===== src/rtl/fetch_stage_if.sv =====
`default_nettype none
// ============================================================================
// Module   : fetch_stage_if
// Purpose  : Instruction-memory request (valid/ready) and response (valid
//            only) channel between the fetch stage and instruction memory.
// Revision : 1.0
// ============================================================================
interface fetch_stage_if;
   logic        req_valid;
   logic [31:0] req_addr;
   logic        req_ready;
   logic        rsp_valid;
   logic [31:0] rsp_data;

   modport master (
      output req_valid,
      output req_addr,
      input  req_ready,
      input  rsp_valid,
      input  rsp_data
   );

   modport slave (
      input  req_valid,
      input  req_addr,
      output req_ready,
      output rsp_valid,
      output rsp_data
   );
endinterface
`default_nettype wire


===== src/rtl/fetch_stage.sv =====
`default_nettype none
// ============================================================================
// Module   : fetch_stage
// Purpose  : Instruction fetch: PC register, one outstanding imem request,
//            2-entry output/skid buffer and redirect flush. The optional
//            misaligned-redirect flag is built when FETCH_ALIGN_CHECK_EN is
//            defined.
// Revision : 1.0
// ============================================================================
module fetch_stage #(
   parameter logic [31:0] RESET_PC = 32'h0000_0000
) (
   input  wire          clk,
   input  wire          rst,
   fetch_stage_if.master imem,
   input  wire          stall,
   input  wire          redirect_valid,
   input  wire  [31:0]  redirect_pc,
   output logic         out_valid,
   output logic [31:0]  out_instruction,
   output logic [31:0]  out_pc,
   output logic [31:0]  out_pc_plus4
`ifdef FETCH_ALIGN_CHECK_EN
   ,
   output logic         fetch_misaligned
`endif
);

   typedef enum logic [1:0] {
      S_REQ  = 2'd0,
      S_WAIT = 2'd1,
      S_HOLD = 2'd2
   } state_t;

   localparam logic [31:0] c_nop_instr = 32'h0000_0013;

   state_t      r_state;
   logic [31:0] r_pc;
   logic [31:0] r_inflight_pc;
   logic        r_drop;
   logic        r_req_en;
   logic        r_misaligned;
   logic        r_skid_valid;
   logic [31:0] r_skid_instr;
   logic [31:0] r_skid_pc;

   logic [31:0] w_redirect_pc;
   logic        w_redirect_bad;
   logic        w_handshake;
   logic        w_outstanding;
   logic        w_rsp_accept;
   logic        w_fire;

`ifdef FETCH_ALIGN_CHECK_EN
   assign w_redirect_pc    = redirect_pc;
   assign w_redirect_bad   = |redirect_pc[1:0];
   assign fetch_misaligned = r_misaligned;
`else
   logic w_unused_lsbs;
   assign w_redirect_pc  = {redirect_pc[31:2], 2'b00};
   assign w_redirect_bad = 1'b0;
   assign w_unused_lsbs  = ^redirect_pc[1:0];
`endif

   // r_req_en keeps the request low for the first cycle out of reset.
   assign imem.req_valid = r_req_en && !r_misaligned && (r_state == S_REQ) && !r_skid_valid;
   assign imem.req_addr  = r_pc;

   assign w_handshake   = imem.req_valid && imem.req_ready;
   assign w_outstanding = ((r_state == S_WAIT) && !imem.rsp_valid) || w_handshake;
   assign w_rsp_accept  = (r_state == S_WAIT) && imem.rsp_valid && !r_drop;
   assign w_fire        = out_valid && !stall;

   always_ff @(posedge clk or posedge rst) begin
      if (rst) begin
         r_state         <= S_REQ;
         r_pc            <= RESET_PC;
         r_inflight_pc   <= RESET_PC;
         r_drop          <= 1'b0;
         r_req_en        <= 1'b0;
         r_misaligned    <= 1'b0;
         r_skid_valid    <= 1'b0;
         r_skid_instr    <= c_nop_instr;
         r_skid_pc       <= 32'h0000_0000;
         out_valid       <= 1'b0;
         out_instruction <= c_nop_instr;
         out_pc          <= 32'h0000_0000;
         out_pc_plus4    <= 32'h0000_0004;
      end else begin
         r_req_en <= 1'b1;
         if (redirect_valid) begin
            // A same-cycle response retires its request, so nothing is left to drop.
            r_pc         <= w_redirect_pc;
            r_misaligned <= w_redirect_bad;
            r_drop       <= w_outstanding;
            r_state      <= w_outstanding ? S_WAIT : S_REQ;
            r_skid_valid <= 1'b0;
            out_valid    <= 1'b0;
         end else begin
            case (r_state)
               S_REQ: begin
                  if (r_skid_valid) begin
                     r_state <= S_HOLD;
                  end else if (w_handshake) begin
                     r_inflight_pc <= r_pc;
                     r_pc          <= r_pc + 32'd4;
                     r_state       <= S_WAIT;
                  end
               end
               S_WAIT: begin
                  if (imem.rsp_valid) begin
                     r_drop  <= 1'b0;
                     r_state <= S_REQ;
                  end
               end
               S_HOLD: begin
                  if (!r_skid_valid) begin
                     r_state <= S_REQ;
                  end
               end
               default: r_state <= S_REQ;
            endcase

            if (w_rsp_accept) begin
               if (out_valid && stall) begin
                  r_skid_valid <= 1'b1;
                  r_skid_instr <= imem.rsp_data;
                  r_skid_pc    <= r_inflight_pc;
               end else if (r_skid_valid) begin
                  out_valid       <= 1'b1;
                  out_instruction <= r_skid_instr;
                  out_pc          <= r_skid_pc;
                  out_pc_plus4    <= r_skid_pc + 32'd4;
                  r_skid_instr    <= imem.rsp_data;
                  r_skid_pc       <= r_inflight_pc;
               end else begin
                  out_valid       <= 1'b1;
                  out_instruction <= imem.rsp_data;
                  out_pc          <= r_inflight_pc;
                  out_pc_plus4    <= r_inflight_pc + 32'd4;
               end
            end else if (w_fire) begin
               if (r_skid_valid) begin
                  out_instruction <= r_skid_instr;
                  out_pc          <= r_skid_pc;
                  out_pc_plus4    <= r_skid_pc + 32'd4;
                  r_skid_valid    <= 1'b0;
               end else begin
                  out_valid <= 1'b0;
               end
            end
         end
      end
   end

endmodule
`default_nettype wire


===== src/flat_wrapper.sv =====
// flat-port wrapper written by rule: the top's interface ports become plain ports
module fetch_stage_flat 
#(
   parameter logic [31:0] RESET_PC = 32'h0000_0000
)
  (clk, rst, stall, redirect_valid, redirect_pc, out_valid, out_instruction, out_pc, out_pc_plus4, imem_req_valid, imem_req_addr, imem_req_ready, imem_rsp_valid, imem_rsp_data);
  fetch_stage_if imem_i ();
  input  wire clk;
  input  wire rst;
  input  wire stall;
  input  wire redirect_valid;
  input  wire  [31:0] redirect_pc;
  output logic out_valid;
  output logic [31:0] out_instruction;
  output logic [31:0] out_pc;
  output logic [31:0] out_pc_plus4;
  output wire logic [$bits(imem_i.req_valid)-1:0] imem_req_valid;
  output wire logic [$bits(imem_i.req_addr)-1:0] imem_req_addr;
  input wire logic [$bits(imem_i.req_ready)-1:0] imem_req_ready;
  input wire logic [$bits(imem_i.rsp_valid)-1:0] imem_rsp_valid;
  input wire logic [$bits(imem_i.rsp_data)-1:0] imem_rsp_data;
  assign imem_req_valid = imem_i.req_valid;
  assign imem_req_addr = imem_i.req_addr;
  assign imem_i.req_ready = imem_req_ready;
  assign imem_i.rsp_valid = imem_rsp_valid;
  assign imem_i.rsp_data = imem_rsp_data;
  fetch_stage #(.RESET_PC(RESET_PC)) u_core (.clk(clk), .rst(rst), .imem(imem_i), .stall(stall), .redirect_valid(redirect_valid), .redirect_pc(redirect_pc), .out_valid(out_valid), .out_instruction(out_instruction), .out_pc(out_pc), .out_pc_plus4(out_pc_plus4));
endmodule

===== config.mk =====
export PLATFORM = sky130hd
export DESIGN_NAME = fetch_stage_flat
export DESIGN_NICKNAME = d
export VERILOG_FILES = /design/src/rtl/fetch_stage_if.sv /design/src/rtl/fetch_stage.sv /design/src/flat_wrapper.sv
export SDC_FILE = /design/constraint.sdc
export NUM_CORES = 1
export LEC_CHECK = 0
export ABC_CLOCK_PERIOD_IN_PS = 14700
export CAP_MARGIN = 20
export CORE_ASPECT_RATIO = 1.4
export CORE_MARGIN = 1.5
export CORE_UTILIZATION = 35
export DETAILED_ROUTE_END_ITERATION = 16
export REMOVE_ABC_BUFFERS = 1
export SLEW_MARGIN = 10
export SYNTH_ARGS = -nofsm -noshare
export SYNTH_HDL_FRONTEND = slang
export SYNTH_SLANG_ARGS = --single-unit

===== constraint.sdc =====
create_clock -name clk -period 14.7 [get_ports clk]
set_clock_uncertainty 0.15 [all_clocks]
set_input_delay 2.205 -clock clk [delete_from_list [all_inputs] [get_ports clk]]
set_output_delay 2.205 -clock clk [all_outputs]
set_load 0.03 [all_outputs]

==> reports/results.txt <==
status: finished with violations
failing checks: DRC
Worst-Margin Slew: 1.03 ns
Fin Setup TNS: 0 ns
Starting Density: 35.8%
Post-CTS Setup Inserts: 0
Relative slew margins: 31.2%
DRT iter0 DRCs: 396
Clock Sinks: 220
row count: 76
CTS-repair resized insts: 0
Die Span X: 153 um
Avg WL per Cell: 17.4 um
Fill cells: 2,903
H-tree Lvls: 1
post-synth top area share: 48.2%
Slew Limit Fails: 0
Area contributors post-synth: dfrtp_1 (48%), nand2_1 (7.2%), mux2_2 (6.2%)
Final Hold Fails: 0
Crit Path Max Fanout: 92
Multi-input gate area: 0.00510 sq mm
Std-Cell Core Area: 0.0309 sq mm
register bit total from synthesis: 220
gr usage total: 17.5%
Synth area leader: dfrtp_1
vias in the first global route: 8,227
cell family with most CP delay: buffers and inverters
dpl hpwl: 19,700 um
routed via count: 8,386
Non-Filler Instances: 1,648
share of layout cells above drive strength 1: 13.6%
post-synthesis cell area: 0.0111 sq mm
hold_buf cts: 0
Setup crit end kind: register
CP dominant cell by count: buf_4
CTS tree: built
Setup CP Type: in2reg
clk buf depth: 3
crit path launch type: primary input
Die Area: 0.0327 sq mm
crit-path cells: clkdlybuf4s50_1, nand4bb_1, a221oi_4, buf_4, buf_4, nand2_1, a21oi_1, a221o_1
FFs w/ async S/R, synth: 100%
ys flop type: dfrtp_1
gp weighted congestion: 0.816
Tmin final: 5.40 ns
min-delay worst type: reg2reg
cell count after synthesis: 1,092
top post-synthesis cells by count: dfrtp_1 (213), nand2_1 (213), nor2_1 (79), a31oi_1 (65), mux2_2 (61)
# IOs: 200
I/O Buffers: 191
die height: 213 um
antenna cells: 0
VDD IR max: 66.4 uV
initial antenna violation count: 0
Area growth syn-to-layout: 25.9%
maximum capacitance violations: 0
Nets: 1,313
slowest CP cell: buf_4
Clock Pin Slew Worst Setup and Hold Paths: 0.06 ns
DRT Pass-1 Iters: 12
CP bufs+invs: 3
FF/Latch Area: 0.00551 sq mm
post-synth cell types: 63
final setup fails: 0
Syn. warnings: 0
f_max: 185 MHz
worst stage delay on the critical path: 0.79 ns
largest net degree at the start of global routing: 104
first-pass GRT wire length: 45,900 um
dpl cells: 1,604
Via density: 5.09
Root Driver: clkbuf_16
Avg Inst Size Synth: 10.1 sq um
EDFF count, synth: 0
Overflow after GRT: 0
PwrDens: 152 mW/mm^2
RSZ-0062 raised after global routing: no
DRC: 11
total CTS buffers: 24
Worst Path Arrival: 5.70 ns
Clk Latency, worst-skew pair: 0.52 ns
Seq/Total Area, Yosys: 49.8%
WP data required: 15.00 ns
Post-DRT Antenna Nets: 0
final worst-path cycle share: 36.7%
cell leakage power: 0.00564 uW
Routed WL: 28,700 um
## layout by cell type, fill, tap and decap left out, types with 6 or more instances in the layout
| cell type | synthesis | routed |
|---|---|---|
| inv_1 | 12 | 11 |
| nor4_1 | 7 | 7 |
| xnor2_1 | 56 | 56 |
| conb_1 | 2 | 7 |
| nand3_1 | 28 | 28 |
| a21oi_1 | 9 | 9 |
| o21ai_0 | 36 | 36 |
| dfstp_2 | 7 | 7 |
| and2_1 | 9 | 9 |
| mux2_4 | 26 | 26 |
| o21ai_1 | 18 | 18 |
| nor3_1 | 20 | 20 |
| buf_4 | 12 | 10 |
| clkbuf_1 | 30 | 6 |
| nand4_1 | 26 | 26 |
| mux2_2 | 61 | 61 |
| a31oi_1 | 65 | 65 |
| mux2i_1 | 9 | 9 |
| o221ai_1 | 9 | 9 |
| clkdlybuf4s50_1 | 0 | 190 |
| and4_1 | 14 | 14 |
| dfrtp_1 | 213 | 213 |
| and3_1 | 12 | 12 |
| xor2_1 | 18 | 18 |
| nor4_2 | 7 | 7 |
| nor2_1 | 79 | 77 |
| clkbuf_16 | 0 | 25 |
| nand2_1 | 213 | 213 |
## power by group
group          switching, uW  internal [uW]  total [uW]
registers                127            735         862
clock network            250            363         613
logic                    353            287         640
## worst reg2reg max path: cells and delay by family (launching register included)
kind / cells / cell delay [ns]
buffers and inverters: 2 / 1.20
and+or+nand+nor: 2 / 1.10
AOI/OAI and AO/OA: 3 / 0.78
DFF: 1 / 0.41
## layer usage
layer | part of all wire [%] | GRT usage [%]
met2 | 50 | 30.9
met3 | 4.6 | 2.59
met5 | 0 | 0
met4 | 2.9 | 6.02
met1 | 42 | 22.0
## cell families (layout without fill, tap and decap cells)
kind of cell | count (synthesis) | after routing | synth area share (%)
simple gates | 444 | 444 | 19.9
flops | 220 | 220 | 49.8
compound gates | 155 | 155 | 8.82
mux | 98 | 98 | 10.8
buf+inv | 96 | 257 | 4.43
xor+xnor | 74 | 74 | 5.86
fa+ha+maj | 3 | 3 | 0.339
other cells | 2 | 7 | 0.0679
## state kept, by name, indices dropped and copies added, names as in the netlist
signal,flops
u_core.imem.req_addr,30
u_core.out_instruction,32
u_core.out_pc,30
u_core.out_pc_plus4,30
u_core.out_valid,1
u_core.r_drop,1
u_core.r_inflight_pc,30
u_core.r_req_en,1
u_core.r_skid_instr,32
u_core.r_skid_pc,30
u_core.r_skid_valid,1
u_core.r_state,2
## area by class of cell
type                       instances  area share [%]
clock buffer                      34            4.95
clock inverter                    10           0.799
inverter                          12           0.377
multi-input combinational        781            36.6
sequential                       220            39.6
tap                              390            3.50
timing repair buffer             201            14.2
## metrics by stage
stage	utilization [%]	hold slack, ns	instance area (sq um)	setup WS (ns)	power (uW)
4_1_cts	45.1	0.308	13900	9.27	2140
3_3_place_gp	42.5	0.299	13100	8.73	1510
6_report	45.1	0.306	13900	9.30	2120
2_1_floorplan	-	0.316	10600	6.34	1220
5_1_grt	45.1	0.336	13900	8.94	2220
3_5_place_dp	42.5	0.298	13100	8.75	1520
## worst paths after layout
check                                     endpoint                    from  depth (start not counted)  slack, ns
setup reg to reg           u_core.out_pc_plus4[19]       u_core.r_state[1]                          7      11.00
min in group asynchronous        u_core.out_pc[31]                     rst                          2       2.08
max in group asynchronous  u_core.imem.req_addr[2]                     rst                          4      10.30
hold / removal              u_core.out_pc_plus4[2]  u_core.out_pc_plus4[2]                          2       0.31
hold reg to reg             u_core.out_pc_plus4[2]  u_core.out_pc_plus4[2]                          2       0.31
setup / recovery           u_core.out_pc_plus4[19]          imem_rsp_valid                          8       9.30
(Power assumes the default switching activity.)
